$ cat config.mk
export PLATFORM = sky130hd
export DESIGN_NAME = instruction_fetch_flat
export DESIGN_NICKNAME = d
export VERILOG_FILES = /design/src/rtl/instruction_fetch_if.sv /design/src/rtl/instruction_fetch.sv /design/src/flat_wrapper.sv
export SDC_FILE = /design/constraint.sdc
export NUM_CORES = 1
export LEC_CHECK = 0
export CAP_MARGIN = 5
export CORE_AREA = 2 2 142 144
export DETAILED_ROUTE_END_ITERATION = 10
export DIE_AREA = 0 0 144 146
export HOLD_SLACK_MARGIN = 0.05
export PLACE_DENSITY = 0.76
export SLEW_MARGIN = 20
export SYNTH_ARGS = -nofsm -noshare
export SYNTH_HDL_FRONTEND = slang
export SYNTH_SLANG_ARGS = --single-unit
$ cat constraint.sdc
create_clock -name i_clk -period 4.8 [get_ports i_clk]
set_input_delay 0.48 -clock i_clk [delete_from_list [all_inputs] [get_ports i_clk]]
set_output_delay 0.48 -clock i_clk [all_outputs]
set_load 0.05 [all_outputs]
$ cat src/rtl/instruction_fetch_if.sv
// Fetch-stage bundle: instruction-memory request/response, redirect from execute, decode handshake.
// master = fetch stage, slave = surrounding memory/execute/decode environment.
interface instruction_fetch_if;
    logic        imem_req_valid;
    logic [31:0] imem_req_addr;
    logic        imem_req_ready;
    logic        imem_rsp_valid;
    logic [31:0] imem_rsp_data;
    logic        redirect_valid;
    logic [31:0] redirect_pc;
    logic        instr_valid;
    logic [31:0] instr;
    logic [31:0] instr_pc;
    logic        instr_ready;
    logic        fetch_fault;

    modport master (
        output imem_req_valid, imem_req_addr, instr_valid, instr, instr_pc, fetch_fault,
        input  imem_req_ready, imem_rsp_valid, imem_rsp_data, redirect_valid, redirect_pc,
        input  instr_ready
    );

    modport slave (
        input  imem_req_valid, imem_req_addr, instr_valid, instr, instr_pc, fetch_fault,
        output imem_req_ready, imem_rsp_valid, imem_rsp_data, redirect_valid, redirect_pc,
        output instr_ready
    );
endinterface

$ cat src/rtl/instruction_fetch.sv
// Fetch stage: owns the PC, issues in-order imem requests and buffers responses for decode.
// Define FETCH_ALIGN_CHECK_EN to halt with fetch_fault on a misaligned redirect target.
module instruction_fetch #(
    parameter logic [31:0] RESET_PC   = 32'h0000_0000,
    parameter int unsigned FIFO_DEPTH = 2
) (
    input  logic                i_clk,
    input  logic                i_rst,
    instruction_fetch_if.master bus
);
    localparam int unsigned PW = (FIFO_DEPTH > 1) ? $clog2(FIFO_DEPTH) : 1;
    localparam int unsigned CW = $clog2(FIFO_DEPTH + 1);

    typedef enum logic {StRun, StHalt} state_e;

    state_e        r_state, w_state_d;
    logic [31:0]   r_fetch_pc;
    logic [CW-1:0] r_inflight, r_drop, r_count;
    logic [CW-1:0] w_inflight_d, w_drop_d;
    logic [31:0]   r_tag  [FIFO_DEPTH];
    logic [31:0]   r_data [FIFO_DEPTH];
    logic [31:0]   r_pc   [FIFO_DEPTH];
    logic [PW-1:0] r_tag_wp, r_tag_rp, r_wp, r_rp;

    logic          w_redirect, w_misaligned, w_accept, w_rsp, w_push, w_pop, w_req;
    logic [31:0]   w_redirect_pc;
    logic [CW:0]   w_credit;

    assign w_redirect = bus.redirect_valid;

`ifdef FETCH_ALIGN_CHECK_EN
    assign w_misaligned     = bus.redirect_pc[1:0] != 2'b00;
    assign w_redirect_pc    = bus.redirect_pc;
    assign bus.fetch_fault  = (r_state == StHalt);
`else
    assign w_misaligned     = 1'b0;
    assign w_redirect_pc    = {bus.redirect_pc[31:2], bus.redirect_pc[1:0] & 2'b00};
    assign bus.fetch_fault  = 1'b0;
`endif

    assign w_rsp    = bus.imem_rsp_valid;
    assign w_pop    = (r_count != '0) && bus.instr_ready;
    assign w_push   = w_rsp && (r_drop == '0) && !w_redirect;

    // A pop this cycle frees a slot, so one instruction per cycle can be sustained.
    assign w_credit = {1'b0, r_inflight} + {1'b0, r_count} - {{CW{1'b0}}, w_pop};
    assign w_req    = !i_rst && (r_state == StRun) && !w_redirect && (r_drop == '0) &&
                      (w_credit < (CW + 1)'(FIFO_DEPTH));
    assign w_accept = w_req && bus.imem_req_ready;

    assign bus.imem_req_valid = w_req;
    assign bus.imem_req_addr  = r_fetch_pc;
    assign bus.instr_valid    = (r_count != '0);
    assign bus.instr          = r_data[r_rp];
    assign bus.instr_pc       = r_pc[r_rp];

    always_comb begin
        w_state_d = r_state;
        if (w_redirect) begin
            w_state_d = w_misaligned ? StHalt : StRun;
        end
    end

    // Everything still outstanding after a redirect is stale and must be discarded.
    always_comb begin
        w_inflight_d = r_inflight + CW'(w_accept) - CW'(w_rsp);
        w_drop_d     = r_drop;
        if (w_redirect) begin
            w_drop_d = w_inflight_d;
        end else if (w_rsp && (r_drop != '0)) begin
            w_drop_d = r_drop - CW'(1);
        end
    end

    always_ff @(posedge i_clk) begin
        if (i_rst) begin
            r_state    <= StRun;
            r_fetch_pc <= RESET_PC;
            r_inflight <= '0;
            r_drop     <= '0;
            r_count    <= '0;
            r_tag_wp   <= '0;
            r_tag_rp   <= '0;
            r_wp       <= '0;
            r_rp       <= '0;
            for (int i = 0; i < FIFO_DEPTH; i++) begin
                r_tag[i]  <= '0;
                r_data[i] <= '0;
                r_pc[i]   <= '0;
            end
        end else begin
            r_state    <= w_state_d;
            r_inflight <= w_inflight_d;
            r_drop     <= w_drop_d;
            if (w_redirect) begin
                r_fetch_pc <= w_redirect_pc;
            end else if (w_accept) begin
                r_fetch_pc <= r_fetch_pc + 32'd4;
            end
            if (w_redirect) begin
                r_tag_wp <= '0;
                r_tag_rp <= '0;
                r_wp     <= '0;
                r_rp     <= '0;
                r_count  <= '0;
            end else begin
                if (w_accept) begin
                    r_tag[r_tag_wp] <= r_fetch_pc;
                    r_tag_wp        <= r_tag_wp + 1'b1;
                end
                if (w_rsp && (r_drop == '0)) begin
                    r_tag_rp <= r_tag_rp + 1'b1;
                end
                if (w_push) begin
                    r_data[r_wp] <= bus.imem_rsp_data;
                    r_pc[r_wp]   <= r_tag[r_tag_rp];
                    r_wp         <= r_wp + 1'b1;
                end
                if (w_pop) begin
                    r_rp <= r_rp + 1'b1;
                end
                r_count <= r_count + CW'(w_push) - CW'(w_pop);
            end
        end
    end
endmodule

$ cat src/flat_wrapper.sv
// flat-port wrapper written by rule: the top's interface ports become plain ports
module instruction_fetch_flat 
#(
    parameter logic [31:0] RESET_PC   = 32'h0000_0000,
    parameter int unsigned FIFO_DEPTH = 2
)
  (i_clk, i_rst, bus_imem_req_valid, bus_imem_req_addr, bus_instr_valid, bus_instr, bus_instr_pc, bus_fetch_fault, bus_imem_req_ready, bus_imem_rsp_valid, bus_imem_rsp_data, bus_redirect_valid, bus_redirect_pc, bus_instr_ready);
  instruction_fetch_if bus_i ();
  input  logic i_clk;
  input  logic i_rst;
  output wire logic [$bits(bus_i.imem_req_valid)-1:0] bus_imem_req_valid;
  output wire logic [$bits(bus_i.imem_req_addr)-1:0] bus_imem_req_addr;
  output wire logic [$bits(bus_i.instr_valid)-1:0] bus_instr_valid;
  output wire logic [$bits(bus_i.instr)-1:0] bus_instr;
  output wire logic [$bits(bus_i.instr_pc)-1:0] bus_instr_pc;
  output wire logic [$bits(bus_i.fetch_fault)-1:0] bus_fetch_fault;
  input wire logic [$bits(bus_i.imem_req_ready)-1:0] bus_imem_req_ready;
  input wire logic [$bits(bus_i.imem_rsp_valid)-1:0] bus_imem_rsp_valid;
  input wire logic [$bits(bus_i.imem_rsp_data)-1:0] bus_imem_rsp_data;
  input wire logic [$bits(bus_i.redirect_valid)-1:0] bus_redirect_valid;
  input wire logic [$bits(bus_i.redirect_pc)-1:0] bus_redirect_pc;
  input wire logic [$bits(bus_i.instr_ready)-1:0] bus_instr_ready;
  assign bus_imem_req_valid = bus_i.imem_req_valid;
  assign bus_imem_req_addr = bus_i.imem_req_addr;
  assign bus_instr_valid = bus_i.instr_valid;
  assign bus_instr = bus_i.instr;
  assign bus_instr_pc = bus_i.instr_pc;
  assign bus_fetch_fault = bus_i.fetch_fault;
  assign bus_i.imem_req_ready = bus_imem_req_ready;
  assign bus_i.imem_rsp_valid = bus_imem_rsp_valid;
  assign bus_i.imem_rsp_data = bus_imem_rsp_data;
  assign bus_i.redirect_valid = bus_redirect_valid;
  assign bus_i.redirect_pc = bus_redirect_pc;
  assign bus_i.instr_ready = bus_instr_ready;
  instruction_fetch #(.RESET_PC(RESET_PC), .FIFO_DEPTH(FIFO_DEPTH)) u_core (.i_clk(i_clk), .i_rst(i_rst), .bus(bus_i));
endmodule
==> metrics.md, run 1 <==
| Metric | Value |
|---|---|
| CP top delay family | `buffers and inverters` |
| Ant. Diodes | `0` |
| Syn_area_per_cell | `12.6 sq um` |
| WS Path Type | `reg2out` |
| Worst Path Required | `4.32 ns` |
| RSZ-0062 raised after global routing | `no` |
| Pwr Total | `0.00498 W` |
| Setup Fix Bufs, Post-CTS | `0` |
| Fin nets | `1033` |
| CTS tree | `done` |
| Maximum VDD drop | `0.228 mV` |
| Rel. slew slack | `32.5%` |
| Mapped cell area | `10100 sq um` |
| Cell-by-cell trace of the critical path | `inv_1 > ha_1 > fa_1 > xnor2_1 > nor3_1 > clkdlybuf4s50_1` |
| Startpoint Class | `flip-flop` |
| Slew Limit Fails | `0` |
| Least-Margin Pin Slew | `1.01 ns` |
| Hold Slack | `0.472 ns` |
| Worst setup EP type | `output port` |
| Post-synth EDFFs | `184` |
| Total placed cells including tap cells | `1195` |
| H-tree depth reported by CTS | `1` |
| Skew final | `0.0105 ns` |
| Global-route wire length before repair | `32.9 mm` |
| Setup TNS | `0 ns` |
| # IOs | `169` |
| CP peak stage delay | `0.85 ns` |
| Async set or reset register ratio after synthesis | `0%` |
| Met1 Use GR | `27.9%` |
| CTS Hold Bufs | `0` |
| Most common cell after layout, fill and taps aside | `edfxtp_1` |
| Bufs and invs on worst path | `2` |
| Pin count of the biggest net entering global routing | `51` |
| I/O Buffers | `161` |
| Clock sink count | `226` |
| Die H | `146 um` |
| #FFs+latches synth | `226` |
| Top FF cell, synth | `edfxtp_1` |
| Worst Path Arrival | `2.96 ns` |
| Initial antenna violation count | `0` |
| Reg clk slew, reported paths | `0.06 ns` |
| Max Clk Rate | `291 MHz` |
| # DRC | `0` |
| Global-route track usage on met3 | `3.49%` |
| Total grt overflow | `0` |
| GRT Overall Usage | `19.8%` |
| Starting density of the core | `52.4%` |
| Period utilization | `71.7%` |
| Outcome | `finished clean` |
| Final core utilization | `66.2%` |
| Crit path max fanout | `3` |
| Die W | `144 um` |
| Via count | `6516` |
| Synthesized instance count | `805` |
| CTS Buf Count | `24` |
| Lkg Pwr | `4.71 nW` |
| Register area share after synthesis | `62.9%` |
| Routed WL | `21.2 mm` |
| Final Setup Violations | `0` |
| Pre-antenna DRT Iters | `4` |
| Filler cells | `1448` |
| Post-CTS sizing | `0` |
| Post-DP HPWL | `13.8 mm` |
| Gp weighted congestion | `0.860` |
| Clk root buf | `clkbuf_16` |
| Final-report hold violation count | `0` |
| Worst path slowest cell | `clkdlybuf4s50_1` |
| Minimum clock period | `3.44 ns` |
| Flop-to-flop setup slack | `1.42 ns` |
| Via-to-Cell Ratio | `5.26` |
| M2 GR Usage | `32.0%` |
| Die area | `21000 sq um` |
| Max-cap viol count | `0` |
| DR WL/cell | `17.2 um` |
| Busiest grt layer | `met2` |
| Share of layout cells above drive strength 1 | `13.5%` |
| Clock Latency Late Sink | `0.50 ns` |
| Post-synth cell types | `51` |
| Area growth syn-to-layout | `26.5%` |
| Fin cells | `1238` |
| Pwr dens | `389 nW/um^2` |
| Num rows | `51` |
| Vias in the first global route | `6342` |
| Hold Crit Class | `reg2reg` |
| CTS max path bufs | `3` |
| Syn. warnings | `0` |
| Most frequent cells in the layout | `184 x edfxtp_1, 161 x clkdlybuf4s50_1, 94 x and2_1, 88 x nor2_1, 65 x mux2_2` |
| DRT antenna net count | `0` |
| Initial drt markers | `376` |
| Core outline area | `19300 sq um` |
==> cells in the mapped netlist (4+ instances only) <==
library cell  instances  area share (%)
and4_1                5            0.43
a21o_1                4            0.30
ha_1                  6            0.74
clkbuf_1             41             1.5
nor4_1                7            0.43
edfxtp_1            184              55
dfxtp_1              42             8.3
and3_1               34             2.1
inv_1                15            0.56
o21ai_0               8            0.40
xor2_1                7            0.61
nand2_1              44             1.6
or3_1                 4            0.25
and2_1               94             5.8
mux2_2               65             7.2
mux2i_1              30             3.0
nor2_1               88             3.3
buf_4                 5            0.37
a21oi_1              19            0.94
nor3_1               13            0.64
nand3_1              13            0.64
buf_1                 4            0.15
xnor2_1              20             1.7
nand4_1               8            0.49
a211oi_1              9            0.67
==> worst reg2reg max path, cell delays in order, from the launching register on <==
cell     delay (ns)
dfxtp_1        0.36
inv_1          0.06
ha_1           0.29
fa_1           0.59
and3_1         0.36
nand3_2        0.33
inv_1          0.46
ha_1           0.25
xor2_1         0.18
xnor2_1        0.13
nor2_1         0.07
nand2_1        0.08
o21ai_0        0.09
==> final cells by class <==
type / instances / area [sq um] / share of cell area, %
flip-flops and latches: 226 / 6370 / 49.7
inverters: 15 / 56.3 / 0.440
multi-input cells: 514 / 3500 / 27.4
repair buffers: 175 / 1730 / 13.5
clock inverters: 10 / 129 / 1.01
well taps: 265 / 332 / 2.59
clock buffers: 33 / 686 / 5.35
==> kinds of logic after synthesis <==
family / Yosys count / share of synthesized area (%)
muxes: 95 / 10.2
adders and majority gates: 7 / 0.939
buffers and inverters: 69 / 2.85
other: 1 / 0.0370
xor gates and xnor gates: 28 / 2.50
and+or+nand+nor: 324 / 17.1
AOI/OAI and AO/OA: 55 / 3.50
DFF: 226 / 62.9
==> registers in the layout, indices dropped and copies added, names as in the netlist, named ones only <==
name,flops
u_core.r_data,64
u_core.r_pc,60
u_core.r_tag,60
u_core.bus.imem_req_addr,30
u_core.r_count,2
u_core.r_drop,2
u_core.r_inflight,2
u_core.r_rp,1
u_core.r_tag_rp,1
u_core.r_tag_wp,1
u_core.r_wp,1
==> per-stage QoR <==
stage	cell area [sq um]	worst slack [ns]
3_5_place_dp	12000	0.919
2_1_floorplan	10100	0.548
6_report	12800	1.36
3_3_place_gp	12000	0.984
4_1_cts	12800	1.33
5_1_grt	12800	1.17
==> power by group <==
part	internal [W]	total [W]	switching, W
Combinational	0.000285	0.000783	0.000498
Sequential	0.00225	0.00232	0.0000696
Clock	0.00116	0.00188	0.000722
Total	0.00369	0.00498	0.00129
==> per-layer routing <==
metal / wire [um] / share of wire, %
met1: 9620 / 45
met2: 9900 / 47
met3: 1400 / 6.6
met4: 316 / 1.5
met5: 0 / 0
==> path summary, 6_finish.rpt <==
kind                         from            endpoint  depth (start not counted)
max reg2reg  u_core.r_inflight[1]    u_core.r_drop[1]                         12
min reg2reg           u_core.r_wp         u_core.r_wp                          2
min                   u_core.r_wp         u_core.r_wp                          2
max          u_core.r_inflight[1]  bus_imem_req_valid                          6
Power figures use the tool's default switching activity.
==> inputs of run 2 (changes only) <==
==> constraint.sdc (replaced) <==
create_clock -name i_clk -period 3.5 [get_ports i_clk]
set_input_delay 0.35 -clock i_clk [delete_from_list [all_inputs] [get_ports i_clk]]
set_output_delay 0.35 -clock i_clk [all_outputs]
set_load 0.05 [all_outputs]
==> metrics.md, run 2 (same netlist as run 1, synthesis figures left out) <==
| Metric | Value |
|---|---|
| Starting density of the core | `52.4% (unchanged)` |
| Fin nets | `1039 (+0.58%)` |
| CP top delay family | `buffers and inverters` |
| Setup Fix Bufs, Post-CTS | `0 (unchanged)` |
| Max Clk Rate | `331 MHz` |
| RSZ-0062 raised after global routing | `no` |
| Filler cells | `1436 (-0.83%)` |
| Final-report hold violation count | `0 (unchanged)` |
| H-tree depth reported by CTS | `1 (unchanged)` |
| Lkg Pwr | `4.72 nW (+0.20%)` |
| Dpl cell area | `12100 sq um (+0.77%)` |
| Area growth syn-to-layout | `26.7%` |
| Post-DP HPWL | `13.8 mm (-0.35%)` |
| Final Setup Violations | `0 (unchanged)` |
| Pre-antenna DRT Iters | `5 (+1)` |
| Met2 wire len | `10.0 mm (+1.2%)` |
| Global-route wire length before repair | `33.5 mm (+1.7%)` |
| Core outline area | `19300 sq um (unchanged)` |
| Post-CTS sizing | `0 (unchanged)` |
| Max-cap viol count | `0 (unchanged)` |
| I/O Buffers | `161 (unchanged)` |
| Die area | `21000 sq um (unchanged)` |
| Outcome | `finished clean` |
| Met1 WL | `9.32 mm (-3.2%)` |
| DR WL/cell | `17.0 um (-0.81%)` |
| Clock Latency Late Sink | `0.50 ns (about the same)` |
| Rel. slew slack | `50.2% (+18 points)` |
| Gp weighted congestion | `0.813 (-5.4%)` |
| Skew final | `0.00801 ns (-0.00247 ns)` |
| WS Path Type | `reg2out` |
| CTS tree | `done` |
| Hold Slack | `0.400 ns (-0.0720 ns)` |
| Worst Path Required | `3.15 ns (-1.17 ns)` |
| Bufs and invs on worst path | `2 (unchanged)` |
| Most frequent cells in the layout | `184 x edfxtp_1, 160 x clkdlybuf4s50_1, 94 x and2_1, 88 x nor2_1, 65 x mux2_2` |
| Crit path max fanout | `32 (+29)` |
| CTS max path bufs | `3 (unchanged)` |
| Period utilization | `86.3%` |
| Num rows | `51 (unchanged)` |
| Cell-by-cell trace of the critical path | `buf_12 > mux2_2 > clkdlybuf4s50_1` |
| Maximum VDD drop | `0.363 mV (+59%)` |
| Clock sink count | `226 (unchanged)` |
| WL met3 | `1.52 mm (+8.2%)` |
| Flop-to-flop setup slack | `0.70 ns (-0.72 ns)` |
| Biggest register | `u_core.r_data` |
| Worst setup EP type | `output port` |
| Share of layout cells above drive strength 1 | `14.1% (+0.63 points)` |
| Startpoint Class | `flip-flop` |
| # DRC | `0 (unchanged)` |
| Clk root buf | `clkbuf_16` |
| Initial antenna violation count | `0 (unchanged)` |
| Die H | `146 um (unchanged)` |
| CTS Hold Bufs | `0 (unchanged)` |
| Pin count of the biggest net entering global routing | `63 (+24%)` |
| Total grt overflow | `0 (unchanged)` |
| Hold Crit Class | `in2reg` |
| Worst path slowest cell | `dfxtp_2` |
| Min setup slack post-route | `0.480 ns (-0.878 ns)` |
| CTS Buf Count | `24 (unchanged)` |
| Worst Path Arrival | `2.67 ns (-0.29 ns)` |
| Routed WL | `21.2 mm (-0.33%)` |
| Top layer in use | `met4` |
| CP peak stage delay | `0.77 ns (-0.08 ns)` |
| Cell area after layout | `12800 sq um (+0.18%)` |
| Die W | `144 um (unchanged)` |
| Final core utilization | `66.3% (+0.12 points)` |
| Setup TNS | `0 ns (unchanged)` |
| Via count | `6580 (+0.98%)` |
| Worst slack at placement | `0.299 ns (-0.620 ns)` |
| DRT antenna net count | `0 (unchanged)` |
| Initial drt markers | `513 (+36%)` |
| Most common cell after layout, fill and taps aside | `edfxtp_1` |
| Least-Margin Pin Slew | `0.747 ns (-0.263 ns)` |
| Vias in the first global route | `6503 (+2.5%)` |
| Max reg flops | `64 (unchanged)` |
| Minimum clock period | `3.02 ns` |
| Slew Limit Fails | `0 (unchanged)` |
| Pwr dens | `518 nW/um^2 (+33%)` |
| Ant. Diodes | `0 (unchanged)` |
| Via-to-Cell Ratio | `5.29 (+0.50%)` |
| # IOs | `169 (unchanged)` |
| Reg clk slew, reported paths | `0.06 ns (about the same)` |
| GRT Overall Usage | `19.9% (+0.14 points)` |
| Regs by FF count | `u_core.r_data: 64 flops, u_core.r_pc: 60 flops, u_core.r_tag: 60 flops` |
==> run 2: final cells by class <==
| cell class | count | area [sq um] | share of cell area [%] |
|---|---|---|---|
| well taps | 265 | 332 | 2.58 |
| inverters | 15 | 56.3 | 0.439 |
| flip-flops and latches | 226 | 6370 | 49.6 |
| repair buffers | 181 | 1820 | 14.2 |
| clock buffers | 32 | 682 | 5.32 |
| multi-input cells | 514 | 3510 | 27.3 |
| clock inverters | 11 | 62.6 | 0.488 |
==> run 2: power breakdown <==
group          leakage [nW]  switching [W]  internal (W)
sequential             2.26      0.0000854       0.00308
clock                 0.358       0.000998       0.00137
combinational          2.10       0.000697      0.000413
total                  4.72        0.00178       0.00486
==> run 2: tightest hold or removal path, stage by stage <==
cell and delay [ns]:
clkdlybuf4s50_1 0.39, nand2_1 0.06, a21oi_1 0.05
==> run 2: per-stage QoR <==
stage / std cells / total power (W)
2_1_floorplan: 809 / 0.00393
3_3_place_gp: 1201 / 0.00431
3_5_place_dp: 1201 / 0.00434
4_1_cts: 1244 / 0.00669
5_1_grt: 1244 / 0.00688
6_report: 1244 / 0.00664
==> run 2: routing by layer <==
metal	GRT usage [%]	vias to the layer above
met1	28.3	3140
met3	3.42	28
li1	-	3186
met5	0	-
met4	4.02	0
met2	32.4	226
==> run 2: final timing paths <==
check                                         start                      endpoint  depth (start not counted)
worst min register to register          u_core.r_wp                   u_core.r_wp                          2
worst max register to register    u_core.r_count[1]  u_core.bus.imem_req_addr[29]                          8
worst min-delay path            bus_redirect_pc[13]  u_core.bus.imem_req_addr[13]                          3
worst max-delay path                      flip-flop                 bus_instr[30]                          3
